===== config.mk =====
export PLATFORM = sky130hd
export DESIGN_NAME = iterative_multi_shifter
export DESIGN_NICKNAME = d
export VERILOG_FILES = /design/src/rtl/iterative_multi_shifter.sv
export SDC_FILE = /design/constraint.sdc
export NUM_CORES = 1
export LEC_CHECK = 0
export BUFFER_PORTS_ARGS = -buffer_cell sky130_fd_sc_hd__buf_2
export CORE_MARGIN = 2
export CORE_UTILIZATION = 48
export DETAILED_ROUTE_END_ITERATION = 12
export HOLD_SLACK_MARGIN = 0.02
export MAX_ROUTING_LAYER = met4
export PLACE_DENSITY = 0.79
export SYNTH_ARGS = -nofsm -noshare
export SYNTH_HDL_FRONTEND = slang
export SYNTH_SLANG_ARGS = --single-unit
export TNS_END_PERCENT = 30

===== constraint.sdc =====
create_clock -name clk -period 2.7 [get_ports clk]
set_input_delay 0.135 -clock clk [delete_from_list [all_inputs] [get_ports clk]]
set_output_delay 0.135 -clock clk [all_outputs]
set_load 0.01 [all_outputs]

===== src/rtl/iterative_multi_shifter.sv =====
// Iterative shifter: SLL/SRL/SRA/ROR by shift_count, at most STEP positions per cycle.
// Latency: done pulses ceil(shift_count/STEP) cycles after the accepting edge (0 count -> next cycle).
// Backpressure: start is accepted only while ready (IDLE or DONE); starts while busy are dropped.
// Optional feature: define ITERATIVE_SHIFTER_STICKY_EN to add the sticky output.
module iterative_multi_shifter #(
    parameter int WIDTH       = 32,
    parameter int COUNT_WIDTH = 5,
    parameter int STEP        = 1
) (
    input  logic                   clk,
    input  logic                   rst,
    input  logic                   start,
    input  logic [WIDTH-1:0]       in,
    input  logic [COUNT_WIDTH-1:0] shift_count,
    input  logic [1:0]             mode,
    output logic                   ready,
    output logic                   busy,
    output logic [WIDTH-1:0]       out,
    output logic                   done
`ifdef ITERATIVE_SHIFTER_STICKY_EN
    ,
    output logic                   sticky
`endif
);

    typedef enum logic [1:0] {
        IDLE  = 2'b00,
        SHIFT = 2'b01,
        DONE  = 2'b10
    } state_t;

    localparam logic [1:0] MODE_SLL = 2'b00;
    localparam logic [1:0] MODE_SRL = 2'b01;
    localparam logic [1:0] MODE_SRA = 2'b10;
    localparam logic [1:0] MODE_ROR = 2'b11;

    state_t                 state;
    logic [COUNT_WIDTH-1:0] remaining;
    logic [1:0]             mode_q;
    logic [COUNT_WIDTH-1:0] step_amt;
    logic [31:0]            rot_back;
    logic [WIDTH-1:0]       shifted;
    logic                   accept;

    // A start counts only when the FSM is not mid-operation.
    assign accept = start && (state != SHIFT);

    // Status flags decode directly from the state register.
    assign ready = (state == IDLE) || (state == DONE);
    assign busy  = (state == SHIFT);
    assign done  = (state == DONE);

    // Amount moved this cycle: min(STEP, remaining); the final step may be partial.
    always_comb begin
        if (32'(remaining) < 32'(STEP)) begin
            step_amt = remaining;
        end else begin
            step_amt = COUNT_WIDTH'(STEP);
        end
        rot_back = 32'(WIDTH) - 32'(step_amt);
    end

    // One iteration of the latched operation applied to the current result.
    always_comb begin
        shifted = out;
        case (mode_q)
            MODE_SLL: shifted = out << step_amt;
            MODE_SRL: shifted = out >> step_amt;
            MODE_SRA: shifted = $signed(out) >>> step_amt;
            MODE_ROR: shifted = (out >> step_amt) | (out << rot_back);
            default:  shifted = out;
        endcase
    end

`ifdef ITERATIVE_SHIFTER_STICKY_EN
    localparam logic [WIDTH-1:0] ONES = '1;
    logic [WIDTH-1:0] lost_bits;

    // Bits falling off the end this iteration; rotation loses nothing.
    always_comb begin
        lost_bits = '0;
        case (mode_q)
            MODE_SLL:           lost_bits = out & ~(ONES >> step_amt);
            MODE_SRL, MODE_SRA: lost_bits = out & ~(ONES << step_amt);
            default:            lost_bits = '0;
        endcase
    end

    // Sticky accumulates discarded bits since the last accepted start.
    always_ff @(posedge clk) begin
        if (rst) begin
            sticky <= 1'b0;
        end else if (accept) begin
            sticky <= 1'b0;
        end else if (state == SHIFT) begin
            sticky <= sticky | (|lost_bits);
        end
    end
`endif

    // Control FSM and datapath registers; reset overrides any start.
    always_ff @(posedge clk) begin
        if (rst) begin
            state     <= IDLE;
            out       <= '0;
            remaining <= '0;
            mode_q    <= MODE_SLL;
        end else begin
            case (state)
                IDLE, DONE: begin
                    if (start) begin
                        out       <= in;
                        remaining <= shift_count;
                        mode_q    <= mode;
                        state     <= (shift_count == '0) ? DONE : SHIFT;
                    end else begin
                        state <= IDLE;
                    end
                end
                SHIFT: begin
                    out       <= shifted;
                    remaining <= remaining - step_amt;
                    if (remaining == step_amt) begin
                        state <= DONE;
                    end
                end
                default: begin
                    state <= IDLE;
                end
            endcase
        end
    end

endmodule


Yosys cells after proc, flatten, opt, wreduce, memory -nomap -nowiden
Index checks and enable logic that the tools add are counted.

Register bits after elaboration: 41. Bits of input ports: 42. Output and inout bits: 35. Logic and storage cells: 38.

Add/sub/neg operators: 2. $lt $le $gt $ge: 1. Equal/unequal tests: 8. Shift operators: 4. Muxes and demuxes: 10. Bitwise operators: 1. Reductions and logical operators: 8.

Operator list (number): 32-bit case mux with 4 select lines (1); 32-bit case mux with 2 select lines (1); 32-bit 2-to-1 mux (1); 32-bit OR (1); 32-bit by 32-bit left shift with 32-bit output (1); 32-bit by 5-bit left shift with 32-bit output (1); 32-bit by 5-bit >> shifter with 32-bit output (1); 32-bit by 5-bit >>> shifter with 32-bit output (1); 5-bit 2-to-1 mux (2); 5-bit case mux with 2 select lines (1); 6-bit by 5-bit subtractor with 7-bit output, first input constant (1); 2-bit equality test, second input constant (3); 2-bit 2-to-1 mux (3); 5-bit equality test (1); 5-bit logical NOT (1); 5-bit by 1-bit < comparator with 1-bit output, second input constant (1); 5-bit subtractor (1); 2-bit by 1-bit equality test with 1-bit output, second input constant (2); 2-bit logical NOT (2); 2-bit case mux with 2 select lines (1); 2-bit AND reduction (2); 2-bit by 1-bit inequality test with 1-bit output, second input constant (1); 2-bit inequality test, second input constant (1); 2-bit nonzero test (1); 2 further kinds (2).

Depth between registers and ports, before layout
Word-level depth: 7. Mapped depth: 12. Depth with buffers taken out: 9.

Worst setup path after synthesis
Ideal clock, no wire load.

Kind: register to register. Start point: register remaining[1]. End point: register out[13]. Arrival time: 2.623 ns. Setup slack: -0.009 ns. Cell stages (with the launch flop): 13. Buffers on the path: 4. Path through: dfxtp_1 -> or4_1 -> or2_1 -> buf_6 -> clkinv_4 -> buf_4 -> ha_1 -> buf_2 -> buf_2 -> mux2i_1 -> o211ai_1 -> o21ai_0 -> a211oi_1.

Longest elaborated chain between the ends: 7. Elaborated cells between the ends (all ways): 10.

Ends and longest elaborated chain: from (decl) (RTL line 38) `logic [COUNT_WIDTH-1:0] remaining;`; from (signal assigned) (RTL line 113) `remaining <= shift_count;`; from (signal assigned) (RTL line 122) `remaining <= remaining - step_amt;`; 5-bit by 1-bit < comparator with 1-bit output (RTL line 55) `if (32'(remaining) < 32'(STEP)) begin`; 5-bit 2-to-1 mux (*) (RTL line 55); 6-bit by 5-bit subtractor with 7-bit output (RTL line 60) `rot_back = 32'(WIDTH) - 32'(step_amt);`; 32-bit by 32-bit left shift with 32-bit output (RTL line 70) `MODE_ROR: shifted = (out >> step_amt) | (out << rot_back);`; 32-bit OR (RTL line 70); 32-bit case mux with 4 select lines (*) (RTL line 66) `case (mode_q)`; 32-bit case mux with 2 select lines (*) (RTL line 109) `case (state)`; to (signal assigned) (RTL line 112) `out <= in;`; to (signal assigned) (RTL line 121) `out <= shifted;`; to (decl) (RTL line 18) `output logic [WIDTH-1:0] out,`.

Mark *: on every way between the ends. The rest lies on a longest branch, timed or not. A chain may end at the register's enable or synchronous reset.

Worst setup path after layout
Start point: register remaining[1]. End point: register out[30].

Same word-level chain as after synthesis.

==> run metrics <==
wire per inst=around 17 microns; cell count after synthesis=385; cell leakage power=roughly 0.0015 uW; worst setup path startpoint=remaining[1]; number of antenna violations at the first check in global routing=0; net count after synthesis=429; Core Region=0.005816 sq mm; cells along the critical path=or4_1 > or2_1 > clkinv_4 > ha_1 > buf_4 > mux2_2 > nand2_1 > a31oi_1 > a211oi_1 > a311oi_1; Antenna Cells=0; worst-skew pair later-pin latency=310 ps; library cells used by synthesis=48; Max Buffers Root-to-Sink=2; cell type with the highest aggregate area in the netlist=sky130_fd_sc_hd__dfxtp_1; final slew viol count=0; I/O pin count=between 70 and 80; total negative slack for setup checks=0 ps; netlist area before placement=about 0.0028 sq mm; Clk Tree Root Cell=sky130_fd_sc_hd__clkbuf_8; post-synthesis sequential area ratio=0.2890; Yosys reg bits=between 40 and 50; share of synthesized registers carrying an async set or reset=0; wire length of the first global-routing pass=~14000 microns; top achievable clock speed=approximately 390 MHz; Final setup violation count=0; Crit path largest cell delay=about 540 ps; gate family responsible for the most delay along the worst path=simple AND/OR/NAND/NOR gates; number of instances in the placed design=516; cell types occupying the most area after synthesis=sky130_fd_sc_hd__dfxtp_1 (29%), sky130_fd_sc_hd__nand2_1 (7.9%), sky130_fd_sc_hd__mux2i_1 (7.0%); power density over the cells=around 670 mW/mm^2; TritonCTS clock tree=built; WP data required=a little under 3000 ps; maximum clock skew at final layout=a little over 10 ps; FILL cells=558; depth of the CTS H-tree=2; Avg Vias per Cell=6.263; worst ir drop on vdd=512.8 uV; number of nets in the finished design=492; share of the cycle needed by the critical path after routing=0.9451; number of vias after detailed routing=roughly 3300; number of port buffers=76; CTS clk-pin slew, worst paths=around 90 ps; Post-synth top flop=sky130_fd_sc_hd__dfxtp_1; height of the chip=just over 80 microns; remaining routing DRC violations=0; vias in the first global route=2875; number of placement rows=28; total area of multi-input combinational cells=between 0.0015 and 0.002 sq mm; area added between synthesis and finish=19.43%; final antenna-violating net count=0; count of placed standard cells in the final layout, fillers left out=524; post-synth top area share=0.2890; count of buffering cells on the critical path with inverters included=2; GR Overflow Total=0; hold path start=mode[1]; number of clock buffers inserted by TritonCTS=5; pin count of the biggest net entering global routing=33; Crit Path Max Fanout=12; Least-Margin Pin Slew=657.7 ps; post-CTS setup-driven buffer insertion count=0; Final Hold Vio Count=0; max-slew headroom at the worst pin=0.5599; initial standard-cell utilization of the core=0.4884; Detailed Place HPWL=~6300 microns; total global-route track usage=0.2782; outcome=completed; setup repair after global routing missed its margin=false; DRT Pass-1 Iters=5; fin crit period=approximately 2600 ps; startpoint types=register; Yosys Warn Count=0; FF/Latch Area=roughly 800 sq um; top cells by count, synth=sky130_fd_sc_hd__nand2_1 (60), sky130_fd_sc_hd__nor2_1 (42), sky130_fd_sc_hd__dfxtp_1 (41), sky130_fd_sc_hd__a21oi_1 (36); cell with the most instances after synthesis=sky130_fd_sc_hd__nand2_1; total power=around 2300 uW; count of flip-flops with a built-in enable after synthesis=0; DR iter-0 viols=257; worst setup path class=register to register; worst hold slack after final layout=~64 ps; Post-Synthesis Mean Instance Area=roughly 7.4 sq um; die area=between 0.006 and 0.007 sq mm; final weighted congestion in routability-driven placement=about 1.0; Setup crit end kind=register; number of clock sinks=41; number of max-capacitance violations reported=0; Worst Hold Class=input port to register; Die Span X=80.92 microns; hold-fix buffer count after cts=0; worst endpoint data arrival time=~2800 ps; Max stage delay cell, worst path=sky130_fd_sc_hd__or4_1; fraction of final layout cells with drive strength greater than 1=0.2584; Total Wirelength=between 8000 and 9000 microns; Worst R2R Start=remaining[1]
==> sequential cells by signal, summed over array words and instances, names as in the netlist <==
signal     cells
mode_q         2
remaining      5
out           32
state          2
==> layout by cell type (no fill, tap or decap), types with 3 or more instances in the layout <==
master / instances
sky130_fd_sc_hd__buf_4: 15
sky130_fd_sc_hd__o211ai_1: 4
sky130_fd_sc_hd__a221oi_1: 6
sky130_fd_sc_hd__clkbuf_8: 6
sky130_fd_sc_hd__dfxtp_1: 41
sky130_fd_sc_hd__a311oi_1: 12
sky130_fd_sc_hd__nand3_1: 5
sky130_fd_sc_hd__o22ai_1: 4
sky130_fd_sc_hd__o221ai_1: 7
sky130_fd_sc_hd__mux2_2: 9
sky130_fd_sc_hd__nor2_1: 42
sky130_fd_sc_hd__a211oi_1: 13
sky130_fd_sc_hd__nand2_1: 60
sky130_fd_sc_hd__buf_2: 76
sky130_fd_sc_hd__or4_1: 3
sky130_fd_sc_hd__mux2i_1: 20
sky130_fd_sc_hd__nor4_1: 5
sky130_fd_sc_hd__a22oi_1: 6
sky130_fd_sc_hd__and3_1: 3
sky130_fd_sc_hd__o21ai_0: 26
sky130_fd_sc_hd__nor3_1: 7
sky130_fd_sc_hd__inv_1: 6
sky130_fd_sc_hd__a21oi_1: 36
sky130_fd_sc_hd__a31oi_1: 5
==> repair_timing <==
item / 4_1_cts / 5_1_grt
hold endpoints to repair: 0 / 0
endpoints found under the setup margin: 0 / 1
gates resized for setup: 0 / 1
==> power by group <==
part           total (uW)  switching [uW]  internal (uW)
registers             845             157            688
clock network         535             234            301
logic                 892             510            382
==> tightest hold or removal path, stage by stage <==
cell and delay, ps:
sky130_fd_sc_hd__buf_2 90, sky130_fd_sc_hd__nand2_1 50, sky130_fd_sc_hd__a21oi_1 50
==> metal layers <==
| layer | wire length (microns) | track usage | vias up | part of all wire |
|---|---|---|---|---|
| li1 | - | - | 1550 | - |
| met1 | 3789 | 0.3547 | 1554 | 0.43 |
| met2 | 4130 | 0.4496 | 153 | 0.47 |
| met3 | 640 | 0.04889 | 25 | 0.073 |
| met4 | 176 | 0.08644 | 0 | 0.020 |
| met5 | 0 | - | - | 0 |
==> cell families after synthesis <==
| family | synth area share |
|---|---|
| other cells | 0.001320 |
| buf+inv | 0.06828 |
| compound gates | 0.3013 |
| flops | 0.2890 |
| fa+ha+maj | 0.008809 |
| simple gates | 0.2172 |
| mux | 0.1141 |
==> stage by stage <==
| stage | util | cell area [sq um] | setup WS, ps |
|---|---|---|---|
| 6_report | 0.5833 | 3392 | 148.4 |
| 5_1_grt | 0.5833 | 3392 | 14.49 |
| 4_1_cts | 0.5824 | 3387 | 158.1 |
| 3_5_place_dp | 0.5617 | 3267 | 190.9 |
| 3_3_place_gp | 0.5617 | 3267 | 246.2 |
| 2_1_floorplan | - | 2843 | 24.74 |
==> layout make-up <==
type | instances | area share
Inverter | 7 | 0.009222
Clock buffer | 6 | 0.02435
Sequential cell | 41 | 0.2420
Timing Repair Buffer | 91 | 0.1453
Tap cell | 75 | 0.02767
Multi-Input combinational cell | 302 | 0.5404
Clock inverter | 2 | 0.01107
==> worst paths after layout <==
| path | cells past startpoint | slack (ps) | endpoint |
|---|---|---|---|
| min | 3 | 60 | mode_q[1] |
| max | 10 | 150 | out[30] |
| min reg2reg | 2 | 530 | remaining[1] |
| max reg2reg | 10 | 150 | out[30] |
No activity file was read; power rests on OpenSTA's default activity.
